$ cat src/rtl/uart_bus_slave_if.sv
// uart_bus_slave_if: CPU data-bus port set plus the uart_rx/uart_tx handshake lines of uart_bus_slave.
// slave modport is the UART responder side, master is the CPU/UART-core side.
//   rd, wr, addr, wdata -> CPU load/store strobes, byte address and store data (MEM stage)
//   rdata, irqout       <- combinational load data and level interrupt
//   rx_dv, rx_byte      -> received-byte strobe and value from uart_rx
//   tx_en, tx_byte      <- start strobe and byte to uart_tx
//   tx_active           -> uart_tx busy flag
interface uart_bus_slave_if;
  logic        rd;
  logic        wr;
  logic [31:0] addr;
  logic [31:0] wdata;
  logic [31:0] rdata;
  logic        irqout;
  logic        rx_dv;
  logic [7:0]  rx_byte;
  logic        tx_en;
  logic [7:0]  tx_byte;
  logic        tx_active;
  modport slave (
    input  rd, wr, addr, wdata, rx_dv, rx_byte, tx_active,
    output rdata, irqout, tx_en, tx_byte
  );
  modport master (
    output rd, wr, addr, wdata, rx_dv, rx_byte, tx_active,
    input  rdata, irqout, tx_en, tx_byte
  );
endinterface

$ cat src/rtl/uart_bus_slave.sv
// uart_bus_slave: memory-mapped UART responder with RX/TX FIFOs, TX handshake FSM and RX-pending interrupt.
// Ports: clk (rising-edge clock), reset (async active-high), bus (uart_bus_slave_if.slave: CPU bus + UART handshake).
// Registers at addr[3:2]: 0 RXDATA (read pops), 1 TXDATA (write pushes), 2 STATUS (bits 5/6 W1C), 3 CTRL.
// Define UART_SLAVE_IRQ_EN to implement CTRL.rx_ie and the registered interrupt; otherwise irqout is 0.
module uart_bus_slave #(
  parameter logic [31:0] BASE_ADDR = 32'h40000020,
  parameter int          DEPTH     = 8
) (
  input logic             clk,
  input logic             reset,
  uart_bus_slave_if.slave bus
);
  localparam int AW = $clog2(DEPTH);
  typedef enum logic [1:0] {IDLE, LOAD, WAIT_ACT, WAIT_DONE} state_t;
  state_t      r_state, w_next;
  logic [7:0]  r_rx_mem [DEPTH];
  logic [7:0]  r_tx_mem [DEPTH];
  logic [AW:0] r_rx_wp, r_rx_rp, r_tx_wp, r_tx_rp;
  logic [1:0]  r_act_cnt;
  logic [7:0]  r_tx_byte;
  logic        r_rx_ovf, r_tx_drop;
  logic        w_sel;
  logic [1:0]  w_off;
  logic        w_rx_empty, w_rx_full, w_tx_empty, w_tx_full;
  logic        w_rx_pop, w_rx_push, w_tx_pop, w_tx_store, w_tx_push, w_stat_wr;
  logic        w_rx_ie;
  logic [31:0] w_status;

  assign w_sel      = bus.addr[31:4] == BASE_ADDR[31:4];
  assign w_off      = bus.addr[3:2];
  assign w_rx_empty = r_rx_wp == r_rx_rp;
  assign w_rx_full  = (r_rx_wp[AW] != r_rx_rp[AW]) && (r_rx_wp[AW-1:0] == r_rx_rp[AW-1:0]);
  assign w_tx_empty = r_tx_wp == r_tx_rp;
  assign w_tx_full  = (r_tx_wp[AW] != r_tx_rp[AW]) && (r_tx_wp[AW-1:0] == r_tx_rp[AW-1:0]);

  // A pop in the same cycle frees the slot, so a push into a full FIFO still lands at the tail.
  assign w_rx_pop   = w_sel && bus.rd && w_off == 2'd0 && !w_rx_empty;
  assign w_rx_push  = bus.rx_dv && (!w_rx_full || w_rx_pop);
  assign w_tx_pop   = r_state == IDLE && !w_tx_empty;
  assign w_tx_store = w_sel && bus.wr && w_off == 2'd1;
  assign w_tx_push  = w_tx_store && (!w_tx_full || w_tx_pop);
  assign w_stat_wr  = w_sel && bus.wr && w_off == 2'd2;

  assign w_status = {25'd0, r_tx_drop, r_rx_ovf, r_state != IDLE, w_tx_empty, w_tx_full, w_rx_full, !w_rx_empty};

  assign bus.rdata = !(w_sel && bus.rd) ? 32'd0 :
                     w_off == 2'd0      ? {24'd0, w_rx_empty ? 8'd0 : r_rx_mem[r_rx_rp[AW-1:0]]} :
                     w_off == 2'd2      ? w_status :
                     w_off == 2'd3      ? {31'd0, w_rx_ie} : 32'd0;

  always_ff @(posedge clk) begin
    if (w_rx_push) r_rx_mem[r_rx_wp[AW-1:0]] <= bus.rx_byte;
    if (w_tx_push) r_tx_mem[r_tx_wp[AW-1:0]] <= bus.wdata[7:0];
  end

  // Sticky error flags: a new error in the same cycle as its W1C keeps the flag set.
  always_ff @(posedge clk or posedge reset) begin
    if (reset) begin
      r_rx_wp   <= '0;
      r_rx_rp   <= '0;
      r_tx_wp   <= '0;
      r_tx_rp   <= '0;
      r_tx_byte <= '0;
      r_rx_ovf  <= 1'b0;
      r_tx_drop <= 1'b0;
    end else begin
      if (w_rx_push) r_rx_wp <= r_rx_wp + 1'b1;
      if (w_rx_pop) r_rx_rp <= r_rx_rp + 1'b1;
      if (w_tx_push) r_tx_wp <= r_tx_wp + 1'b1;
      if (w_tx_pop) begin
        r_tx_rp   <= r_tx_rp + 1'b1;
        r_tx_byte <= r_tx_mem[r_tx_rp[AW-1:0]];
      end
      r_rx_ovf  <= (bus.rx_dv && !w_rx_push) || (r_rx_ovf && !(w_stat_wr && bus.wdata[5]));
      r_tx_drop <= (w_tx_store && !w_tx_push) || (r_tx_drop && !(w_stat_wr && bus.wdata[6]));
    end
  end

  // r_act_cnt counts WAIT_ACT cycles so a missed tx_active rise cannot stall the FSM.
  always_ff @(posedge clk or posedge reset) begin
    if (reset) begin
      r_state   <= IDLE;
      r_act_cnt <= '0;
    end else begin
      r_state   <= w_next;
      r_act_cnt <= r_state == WAIT_ACT ? r_act_cnt + 1'b1 : 2'd0;
    end
  end

  always_comb begin
    w_next = r_state;
    case (r_state)
      IDLE:      if (!w_tx_empty) w_next = LOAD;
      LOAD:      w_next = WAIT_ACT;
      WAIT_ACT:  if (bus.tx_active || r_act_cnt == 2'd3) w_next = WAIT_DONE;
      WAIT_DONE: if (!bus.tx_active) w_next = IDLE;
      default:   w_next = IDLE;
    endcase
  end

  always_comb begin
    bus.tx_en   = r_state == LOAD;
    bus.tx_byte = r_tx_byte;
  end

`ifdef UART_SLAVE_IRQ_EN
  logic r_rx_ie, r_irq;
  always_ff @(posedge clk or posedge reset) begin
    if (reset) begin
      r_rx_ie <= 1'b0;
      r_irq   <= 1'b0;
    end else begin
      if (w_sel && bus.wr && w_off == 2'd3) r_rx_ie <= bus.wdata[0];
      r_irq <= r_rx_ie && !w_rx_empty;
    end
  end
  assign w_rx_ie    = r_rx_ie;
  assign bus.irqout = r_irq;
`else
  assign w_rx_ie    = 1'b0;
  assign bus.irqout = 1'b0;
`endif
endmodule

$ cat src/flat_wrapper.sv
// flat-port wrapper written by rule: the top's interface ports become plain ports
module uart_bus_slave_flat 
#(
  parameter logic [31:0] BASE_ADDR = 32'h40000020,
  parameter int          DEPTH     = 8
)
  (clk, reset, bus_rd, bus_wr, bus_addr, bus_wdata, bus_rx_dv, bus_rx_byte, bus_tx_active, bus_rdata, bus_irqout, bus_tx_en, bus_tx_byte);
  uart_bus_slave_if bus_i ();
  input logic clk;
  input logic reset;
  input wire logic [$bits(bus_i.rd)-1:0] bus_rd;
  input wire logic [$bits(bus_i.wr)-1:0] bus_wr;
  input wire logic [$bits(bus_i.addr)-1:0] bus_addr;
  input wire logic [$bits(bus_i.wdata)-1:0] bus_wdata;
  input wire logic [$bits(bus_i.rx_dv)-1:0] bus_rx_dv;
  input wire logic [$bits(bus_i.rx_byte)-1:0] bus_rx_byte;
  input wire logic [$bits(bus_i.tx_active)-1:0] bus_tx_active;
  output wire logic [$bits(bus_i.rdata)-1:0] bus_rdata;
  output wire logic [$bits(bus_i.irqout)-1:0] bus_irqout;
  output wire logic [$bits(bus_i.tx_en)-1:0] bus_tx_en;
  output wire logic [$bits(bus_i.tx_byte)-1:0] bus_tx_byte;
  assign bus_i.rd = bus_rd;
  assign bus_i.wr = bus_wr;
  assign bus_i.addr = bus_addr;
  assign bus_i.wdata = bus_wdata;
  assign bus_i.rx_dv = bus_rx_dv;
  assign bus_i.rx_byte = bus_rx_byte;
  assign bus_i.tx_active = bus_tx_active;
  assign bus_rdata = bus_i.rdata;
  assign bus_irqout = bus_i.irqout;
  assign bus_tx_en = bus_i.tx_en;
  assign bus_tx_byte = bus_i.tx_byte;
  uart_bus_slave #(.BASE_ADDR(BASE_ADDR), .DEPTH(DEPTH)) u_core (.clk(clk), .reset(reset), .bus(bus_i));
endmodule
$ cat config.mk
export PLATFORM = sky130hd
export DESIGN_NAME = uart_bus_slave_flat
export DESIGN_NICKNAME = d
export VERILOG_FILES = /design/src/rtl/uart_bus_slave_if.sv /design/src/rtl/uart_bus_slave.sv /design/src/flat_wrapper.sv
export SDC_FILE = /design/constraint.sdc
export NUM_CORES = 1
export LEC_CHECK = 0
export BUFFER_PORTS_ARGS = -buffer_cell sky130_fd_sc_hd__buf_2
export CORE_ASPECT_RATIO = 0.6
export CORE_MARGIN = 2
export CORE_UTILIZATION = 40
export CTS_CLUSTER_DIAMETER = 120
export DETAILED_ROUTE_END_ITERATION = 6
export GPL_ROUTABILITY_DRIVEN = 0
export SYNTH_ARGS = -nofsm -noshare
export SYNTH_HDL_FRONTEND = slang
export SYNTH_SLANG_ARGS = --single-unit
$ cat constraint.sdc
create_clock -name clk -period 2.66 [get_ports clk]
set_clock_uncertainty 0.05 [all_clocks]
set_input_delay 0.532 -clock clk [delete_from_list [all_inputs] [get_ports clk]]
set_output_delay 0.532 -clock clk [all_outputs]
set_load 0.1 [all_outputs]
==> results of run 1 <==
timing repair:
action / 4_1_cts / 5_1_grt
endpoints found under the setup margin: 8 / 8
gates resized for setup: 16 / 10
pin swaps: 5 / 6
cloned: 1 / 0
buffers inserted: 5 / 2
worst min-delay path, delay by kind of cell:
kind,cells,cell delay [ps]
buf+inv,3,510
registers in the layout, indices dropped and copies added, names as in the netlist:
register,flops
u_core.r_rx_ovf,1
u_core.r_tx_wp,4
u_core.r_state,2
u_core.r_rx_rp,4
u_core.r_tx_drop,1
u_core.r_tx_rp,4
u_core.r_rx_wp,4
u_core.r_act_cnt,2
u_core.bus.tx_byte,8
u_core.r_rx_mem,64
u_core.r_tx_mem,64
kinds of logic (layout without fill, tap and decap cells):
logic type                 count (synthesis)  after routing  share of synthesized area [%]
and+or+nand+nor                           83             83                          6.669
xor gates and xnor gates                  20             20                          2.608
buffers and inverters                     51            158                          4.359
muxes                                     52             52                          13.80
adders and majority gates                  9              9                          1.677
DFF                                      158            158                          68.41
other                                      1             25                        0.05583
AOI/OAI and AO/OA                         25             25                          2.422
layer usage:
metal  global-route usage (%)  vias to the layer above
li1                         -                     1739
met5                        0                        -
met2                    24.25                      125
met3                    4.110                        9
met1                    24.43                     1921
met4                    5.085                        0
cell usage in the layout, fill, tap and decap left out, types with 2 or more instances in the layout:
cell type,count
edfxtp_1,128
buf_2,60
buf_4,41
mux4_2,32
dfrtp_1,28
conb_1,25
nand2_1,20
clkbuf_16,17
buf_12,15
xnor2_1,13
nor2_1,12
mux2i_1,11
o21ai_0,9
ha_1,9
inv_1,8
xor2_1,6
nand4_1,6
nor4_4,6
nand3_1,6
inv_6,6
nor3_1,5
o22ai_4,5
nor2b_1,4
mux2_2,4
mux2i_4,4
nor3_2,4
clkinvlp_4,3
clkinv_4,3
nand4b_1,2
nor4_2,2
nor4_1,2
o21ai_2,2
o211ai_1,2
nor2_2,2
nor2_4,2
nand2b_1,2
and3_1,2
dfrtp_2,2
area by class of cell:
cell class                 instances  area share, %
multi-input combinational        214          25.46
timing repair buffer             118          10.97
clock buffer                      17          4.927
sequential                       158          53.24
inverter                           8         0.3478
clock inverter                    15          1.753
tap                              228          3.304
power by group through the flow:
stage                     logic, mW  clock network, mW  registers, mW
after CTS                     0.988               2.38           3.00
after detailed placement      0.961                  0           3.04
after floorplan               0.710                  0           2.99
after global placement        0.931                  0           3.03
final                          1.03               2.33           3.00
after global routing           1.10               2.48           3.02
how the worst max path moves through the flow:
stage / cells after the start / from / slack [ps] / end
floorplan: 5 / bus_addr[4] / -220 / u_core.r_rx_mem[5][0]
global placement: 8 / bus_addr[13] / -110 / bus_rdata[2]
detailed placement: 8 / bus_addr[13] / -220 / bus_rdata[2]
CTS: 7 / u_core.r_rx_rp[0] / -110 / bus_rdata[5]
global route: 8 / u_core.r_rx_rp[0] / -150 / bus_rdata[5]
finish: 7 / u_core.r_rx_rp[0] / -90 / bus_rdata[5]
==> run metrics, run 1 <==
uppermost layer routed met4; critical path class flip-flop to primary output; Worst EP arrival 2160 ps; total power around 6.4 mW; max-cap viol count 0; Clock Tree Buf Depth 2; top fanout value on the critical path 3; combinational fraction of design power about 16%; Peak VDD IR approximately 0.39 mV; top_reg_cell synth edfxtp_1; Syn Std Cell Area ~6700 um2; Rows 36; biggest area consumer among synthesized cells edfxtp_1; Detailed Route Iter0 Violations around 250; max_slew headroom a little under three fifths; TritonCTS Buffers 17; n_diodes 0; post-route ant nets 0; layout cells sized above 1 about two fifths; router iterations before antenna repair 5; DRC Markers 0; Die ar. 17880 um2; ranking of synthesized cells by area edfxtp_1, dfrtp_1, mux4_2; number of clock sinks approximately 160; clk slew on worst S/H paths 70 ps; sequential share of the synthesized area around two thirds; cell count after synthesis approximately 400; TritonCTS clock tree built; H-tree Lvls 4; share of the synthesized area in the top cell type approximately 57%; Post-Place Cells around 720; asr flop ratio synth between 10% and 20%; Reg2Reg Capture Point u_core.r_rx_mem[6][2]; Flop pwr share between 40% and 50%; max frequency around 360 MHz; Net Sw Frac roughly 28%; later-pin clock latency in the skew report approximately 420 ps; status finished, violations left; buffer and inverter count on the worst path 2; synth-to-layout area growth 28.56%; IO Count 120; Remaining Overflow, GRT 0; Final Max Tran Viols 0; PD cells roughly 740 nW/um2; Final HPWL DP between 9000 and 10000 um; post-placement setup slack -224.7 ps; Root Buffer clkbuf_16; metal2 WL around 6300 um; clock share of power around 37%; failing checks setup timing; number of global-route vias before repair slightly below 4000; WL met1 about 6600 um; slowest CP cell mux4_2; gr usage total between 10% and 20%; # port buffers a little under 70; Core Area approximately 16000 um2; most common cell in the netlist edfxtp_1; Post-layout nets a little over 600; NetSw 1.790 mW; met3 wire length between 800 and 900 um; DIE WIDTH between 150 and 200 um; first-pass GRT wire length 21470 um; Multi-input gate area around 2200 um2; via count ~3800; drt wl/cell between 15 and 20 um; Slew @ Worst Pin approximately 660 ps; Critical Path Start Type flip-flop; initial antenna violation count 0; Final Hold Viols 0; register bit count reported by yosys approximately 160; minimum clock period between 2000 and 3000 ps; RSZ-0062 raised after global routing true; most used cell, CP buf_12; class of the worst hold path input pin to asynchronous set/reset pin; Fillers approximately 1300; hold_ws about 150 ps; synthesis warning total 0; CP Capture Type primary output; placed cell areas between 7000 and 8000 um2; syn avg cell area 16.83 um2; Setup-failing EPs final 7; Pint 4.572 mW; setup slack, reg-to-reg between 100 and 150 ps; Worst Path Required approximately 2100 ps; fin util a little over half; post-synth cell types 42; synth cell count leaders edfxtp_1, mux4_2, dfrtp_1; delay-heaviest family, CP multiplexers; EDFF count, synth around 130; Reg area 4597 um2; Reg-to-Reg Start u_core.r_rx_rp[0]; total negative slack -380.6 ps; Post-Layout Inst Area between 8000 and 9000 um2; largest net degree at the start of global routing 31; slack of the critical path -85.40 ps; fin cells 758; worst stage delay on the critical path 500 ps; r2r worst-path depth 9; Starting Density between 40 and 50%; hold buffers post-CTS 0; worst path cell trace buf_12, mux4_2, mux2i_1, o21ai_2, nor2_2, nor2_4, buf_12; final WL 13830 um; Leak Pwr a little over 3 nW; via density per instance 5.005; DIE HEIGHT around 100 um; fin crit share 103.2%
(Power assumes the default switching activity.)
==> run 2, diff against run 1 <==
CELL_PAD_IN_SITES_DETAIL_PLACEMENT = 0   (was not set)
CELL_PAD_IN_SITES_GLOBAL_PLACEMENT = 2   (was not set)
CORE_UTILIZATION = 36   (was 40)
PLACE_DENSITY_LB_ADDON = 0.1   (was not set)
==> run 2 against run 1 <==
The run still ends with setup timing left. Clock-buffer cell count is 2 higher. Final cell count is 2.1% higher. Sequential cell count stayed put. Critical path type unchanged. Critical endpoint is now bus_rdata[1]. Largest power group unchanged.
==> run metrics, run 2 (synthesized netlist as in run 1, its figures left out) <==
status finished, violations left (unchanged); failing checks setup timing (unchanged); Multi-input gate area 2150 um2 (was 2198 um2); Worst EP arrival 2130 ps (was 2160 ps); DIE HEIGHT 109.8 um (was 104.4 um); Core Area 18160 um2 (was 16350 um2); fin crit share 102.1% (was 103.2%); max-cap viol count 0 (unchanged); initial antenna violation count 0 (unchanged); Leak Pwr 3.106 nW (was 3.105 nW); r2r worst-path depth 8 (was 9); max frequency 368.3 MHz (was 364.2 MHz); max_slew headroom 57.71% (was 56.08%); Rows 38 (was 36); final WL 14130 um (was 13830 um); Worst Path Required 2080 ps (about the same); hold buffers post-CTS 0 (unchanged); setup slack, reg-to-reg 280 ps (was 140 ps); most frequent cells in the layout edfxtp_1, buf_2, buf_4 (unchanged); number of clock sinks 158 (unchanged); Slew @ Worst Pin 632.0 ps (was 656.4 ps); post-route ant nets 0 (unchanged); most common cell after layout, fill and taps aside edfxtp_1 (unchanged); DRC Markers 0 (unchanged); top fanout value on the critical path 5 (was 3); gr usage total 15.54% (was 16.57%); IO Count 120 (unchanged); post-placement setup slack -91.82 ps (was -224.7 ps); Remaining Overflow, GRT 0 (unchanged); synth-to-layout area growth 28.00% (was 28.56%); Critical Path Start Type flip-flop (unchanged); clk slew on worst S/H paths 60 ps (was 70 ps); via count 3734 (was 3794); Reg2Reg Capture Point u_core.r_rx_mem[6][3] (was u_core.r_rx_mem[6][2]); Reg-to-Reg Start u_core.r_rx_rp[0] (unchanged); Final Max Tran Viols 0 (unchanged); DIE WIDTH 180.3 um (was 171.3 um); Root Buffer clkbuf_16 (unchanged); TritonCTS clock tree built (unchanged); Die ar. 19800 um2 (was 17880 um2); first-pass GRT wire length 22080 um (was 21470 um); number of global-route vias before repair 3841 (was 3882); slack of the critical path -54.92 ps (was -85.40 ps); via density per instance 4.824 (was 5.005); critical path class flip-flop to primary output (unchanged); Clock Tree Buf Depth 2 (unchanged); CP Capture Type primary output (unchanged); router iterations before antenna repair 4 (was 5); Post-Layout Inst Area 8597 um2 (was 8635 um2); Detailed Route Iter0 Violations 268 (was 254); Starting Density 36.98% (was 41.08%); Final Hold Viols 0 (unchanged); RSZ-0062 raised after global routing true (unchanged); fin util 47.33% (was 52.81%); n_diodes 0 (unchanged); Fillers 1541 (was 1285); placed cell areas 7851 um2 (was 7816 um2); Final HPWL DP 9927 um (was 9543 um); layout cells sized above 1 41.76% (was 41.70%); Critical Path Source u_core.r_rx_rp[0] (unchanged); largest net degree at the start of global routing 31 (unchanged); later-pin clock latency in the skew report 420 ps (about the same); # port buffers 68 (unchanged); Reg area 4596 um2 (was 4597 um2); H-tree Lvls 4 (unchanged); drt wl/cell 18.26 um (was 18.25 um); minimum clock period 2715 ps (was 2745 ps); TritonCTS Buffers 17 (unchanged); Setup-failing EPs final 7 (unchanged); PD cells 723.9 nW/um2 (was 736.8 nW/um2); Post-layout nets 608 (was 604); class of the worst hold path input pin to asynchronous set/reset pin (unchanged); Peak VDD IR 0.4302 mV (was 0.3944 mV); Critical Path End bus_rdata[1] (was bus_rdata[5])
run 2: area by class of cell:
class | count | area share (%)
Sequential cell | 158 | 53.46
Multi-Input combinational cell | 214 | 25.00
Timing Repair Buffer | 122 | 11.31
Clock buffer | 19 | 5.036
Tap cell | 240 | 3.493
Clock inverter | 13 | 1.354
Inverter | 8 | 0.3493
run 2: worst min-delay path by stage:
stage / start / slack (ps) / cells after the start / end
after detailed placement: u_core.r_act_cnt[0] / 390 / 1 / u_core.r_act_cnt[0]
after floorplan: u_core.r_act_cnt[0] / 360 / 1 / u_core.r_act_cnt[0]
after global routing: reset / 170 / 3 / u_core.bus.tx_byte[0]
after CTS: reset / 150 / 3 / u_core.bus.tx_byte[4]
after global placement: u_core.r_act_cnt[0] / 370 / 1 / u_core.r_act_cnt[0]
final: reset / 140 / 3 / u_core.r_state[0]
run 2: routing by layer:
| metal | routed length, um | track usage (%) | vias up |
|---|---|---|---|
| met5 | 0 | 0 | - |
| li1 | - | - | 1741 |
| met1 | 7145 | 22.71 | 1861 |
| met2 | 5873 | 22.19 | 120 |
| met3 | 987 | 4.869 | 12 |
| met4 | 127 | 4.608 | 0 |
run 2: worst max-delay path, stage by stage (launching register included):
cell     delay, ps
dfrtp_2        410
buf_6          150
buf_4          130
mux4_2         480
mux2i_1        250
o22ai_4        130
buf_12         180
run 2: timing repair:
| item | CTS | global route |
|---|---|---|
| gates resized for setup | 17 | 12 |
| endpoints found under the setup margin | 8 | 8 |
| pin swaps | 6 | 3 |
| cloned | 1 | 0 |
| setup buffers | 5 | 0 |
run 2: power breakdown:
part           switching [mW]  internal (mW)
clock                   0.974           1.29
sequential             0.0745           2.89
combinational           0.654          0.338
run 2: metrics by stage:
stage / instances / hold WS (ps) / power [mW] / TNS, ps
after floorplan: 423 / 359.1 / 3.704 / -7240
after global placement: 736 / 371.0 / 3.979 / -471.7
after detailed placement: 736 / 389.0 / 4.007 / -4141
after CTS: 774 / 147.1 / 6.300 / -706.3
after global routing: 774 / 169.9 / 6.504 / -1099
final: 774 / 142.3 / 6.224 / -297.2
==> run 3, diff against run 2 <==
SKIP_LAST_GASP = 1   (was not set)
TNS_END_PERCENT = 30   (was not set)
==> run 3 against run 2 <==
Sequential power about the same. Largest cell class unchanged. Clock-buffer cell count is the same. Wire length rose by 5.6%. Core utilization increased by 0.63 points. Critical path depth grew 1. Fmax shrank 1.2%. Worst hold slack better by 8.4 ps. Global-route usage up 0.63 points. Register-to-register slack got worse by 280 ps. The flow still finishes with violations (setup timing). Clock power increased by 13%.
==> run metrics, run 3 (synthesized netlist as in run 1, its figures left out) <==
Critical Path Start Type flip-flop (unchanged); Leak Pwr 3.155 nW (was 3.106 nW); Final Hold Viols 0 (unchanged); Fillers 1599 (was 1541); Starting Density 36.98% (unchanged); Remaining Overflow, GRT 0 (unchanged); Net Sw Frac 26.53% (was 27.36%); most used cell, CP buf_12; total power 6.585 mW (was 6.224 mW); max-cap viol count 0 (unchanged); H-tree Lvls 4 (unchanged); number of global-route vias before repair 3870 (was 3841); Peak VDD IR 0.4126 mV (was 0.4302 mV); worst stage delay on the critical path 510 ps (was 480 ps); Worst EP arrival 2160 ps (was 2130 ps); slack of the critical path -86.83 ps (was -54.92 ps); slowest CP cell mux4_2 (unchanged); n_diodes 0 (unchanged); clk slew on worst S/H paths 60 ps (about the same); Setup-failing EPs final 8 (was 7); fin crit share 103.3% (was 102.1%); Rows 38 (unchanged); critical path class flip-flop to primary output (unchanged); NetSw 1.747 mW (was 1.703 mW); hold buffers post-CTS 0 (unchanged); class of the worst hold path input pin to asynchronous set/reset pin (unchanged); later-pin clock latency in the skew report 420 ps (about the same); failing checks setup timing (unchanged); DIE WIDTH 180.3 um (unchanged); via density per instance 4.934 (was 4.824); PD cells 755.8 nW/um2 (was 723.9 nW/um2); final WL 14930 um (was 14130 um); initial antenna violation count 0 (unchanged); Pint 4.838 mW (was 4.521 mW); Root Buffer clkbuf_16 (unchanged); DRC Markers 0 (unchanged); top fanout value on the critical path 6 (was 5); Post-layout nets 612 (was 608); via count 3839 (was 3734); most frequent cells in the layout edfxtp_1, buf_2, buf_4 (unchanged); delay-heaviest family, CP multiplexers (unchanged); max frequency 364.1 MHz (was 368.3 MHz); # port buffers 68 (unchanged); most common cell after layout, fill and taps aside edfxtp_1 (unchanged); number of clock sinks 158 (unchanged); Final Max Tran Viols 0 (unchanged); Detailed Route Iter0 Violations 261 (was 268); clock share of power 38.8% (was 36.3%); first-pass GRT wire length 22900 um (was 22080 um); Final HPWL DP 10200 um (was 9927 um); status finished, violations left (unchanged); router iterations before antenna repair 6 (was 4); minimum clock period 2747 ps (was 2715 ps); CP Capture Type primary output (unchanged); Core Area 18160 um2 (unchanged); hold_ws 150.7 ps (was 142.3 ps); drt wl/cell 19.19 um (was 18.26 um); DIE HEIGHT 109.8 um (unchanged); gr usage total 16.17% (was 15.54%); IO Count 120 (unchanged); TritonCTS clock tree built (unchanged); RSZ-0062 raised after global routing true (unchanged); Clock Tree Buf Depth 2 (unchanged); post-route ant nets 0 (unchanged); layout cells sized above 1 42.01% (was 41.76%); synth-to-layout area growth 29.71% (was 28.00%); worst path cell trace buf_12, buf_12, buf_6, mux4_2, mux2i_4, o22ai_4, buf_12 (was buf_6, buf_4, mux4_2, mux2i_1, o22ai_4, buf_12); combinational fraction of design power 16.0% (about the same); Die ar. 19800 um2 (unchanged); TritonCTS Buffers 17 (unchanged); largest net degree at the start of global routing 31 (unchanged); Flop pwr share 45.2% (was 47.7%); Worst Path Required 2080 ps (about the same); buffer and inverter count on the worst path 4 (was 3)
run 3: changes by cell type in the layout (fill, tap and decap cells not counted), sizes merged:
cell / change
buf: +4
bufinv: +3
clkinvlp: -3
run 3: cell type report:
cell class / instances / area, um2 / area share (%)
multi-input cells: 214 / 2183 / 25.06
clock buffers: 19 / 432.9 / 4.969
inverters: 8 / 30.03 / 0.3447
flip-flops and latches: 158 / 4597 / 52.76
well taps: 240 / 300.3 / 3.447
clock inverters: 13 / 187.7 / 2.154
repair buffers: 126 / 980.9 / 11.26
run 3: path summary, 6_finish.rpt:
path                                          to                 from  cells past startpoint  slack [ps]
min in group clk               u_core.r_state[0]        bus_tx_active                      3         310
hold reg to reg              u_core.r_act_cnt[0]  u_core.r_act_cnt[0]                      1         400
max in group asynchronous      u_core.r_rx_rp[1]                reset                      3        2060
hold / removal             u_core.bus.tx_byte[2]                reset                      3         150
setup reg to reg           u_core.r_rx_mem[7][2]    u_core.r_rx_rp[0]                     13           0
setup / recovery                    bus_rdata[6]    u_core.r_rx_rp[0]                      7         -90
run 3: power by group through the flow:
stage,clock [mW],combinational (mW),sequential [mW]
finish,2.56,1.06,2.97
CTS,2.61,1.03,2.97
floorplan,0,0.710,2.99
global route,2.72,1.15,2.99
detailed placement,0,0.991,3.02
global placement,0,0.973,3.01
run 3: repair_timing:
| item | in CTS | in global routing |
|---|---|---|
| cloned | 1 | 0 |
| endpoints found under the setup margin | 8 | 65 |
| resized for setup | 13 | 20 |
| pin swaps | 4 | 9 |
| buffers inserted | 5 | 3 |
run 3: per-stage QoR:
| stage | util (%) | area [um2] | worst slack (ps) | TNS (ps) | std cells |
|---|---|---|---|---|---|
| 6_report | 47.97 | 8712 | -86.83 | -545.2 | 778 |
| 3_3_place_gp | 43.21 | 7849 | -87.23 | -3532 | 737 |
| 2_1_floorplan | - | 6945 | -217.4 | -9911 | 423 |
| 3_5_place_dp | 43.21 | 7849 | -110.3 | -6140 | 737 |
| 4_1_cts | 47.38 | 8605 | -166.2 | -1139 | 775 |
| 5_1_grt | 47.97 | 8712 | -184.5 | -2573 | 778 |
run 3: worst reg2reg max path: cells and delay by family (launching register included):
kind | cells | cell delay, ps
compound gates | 1 | 270
xor+xnor | 1 | 160
buf+inv | 9 | 1240
flops | 1 | 420
simple gates | 2 | 260
run 3: metal layers:
layer  vias up  wire, um  GRT usage [%]
li1       1756         -              -
met1      1950      7650          23.74
met2       121      6339          23.42
met3        12       771          4.207
met4         0       167          5.300
met5         -         0              0
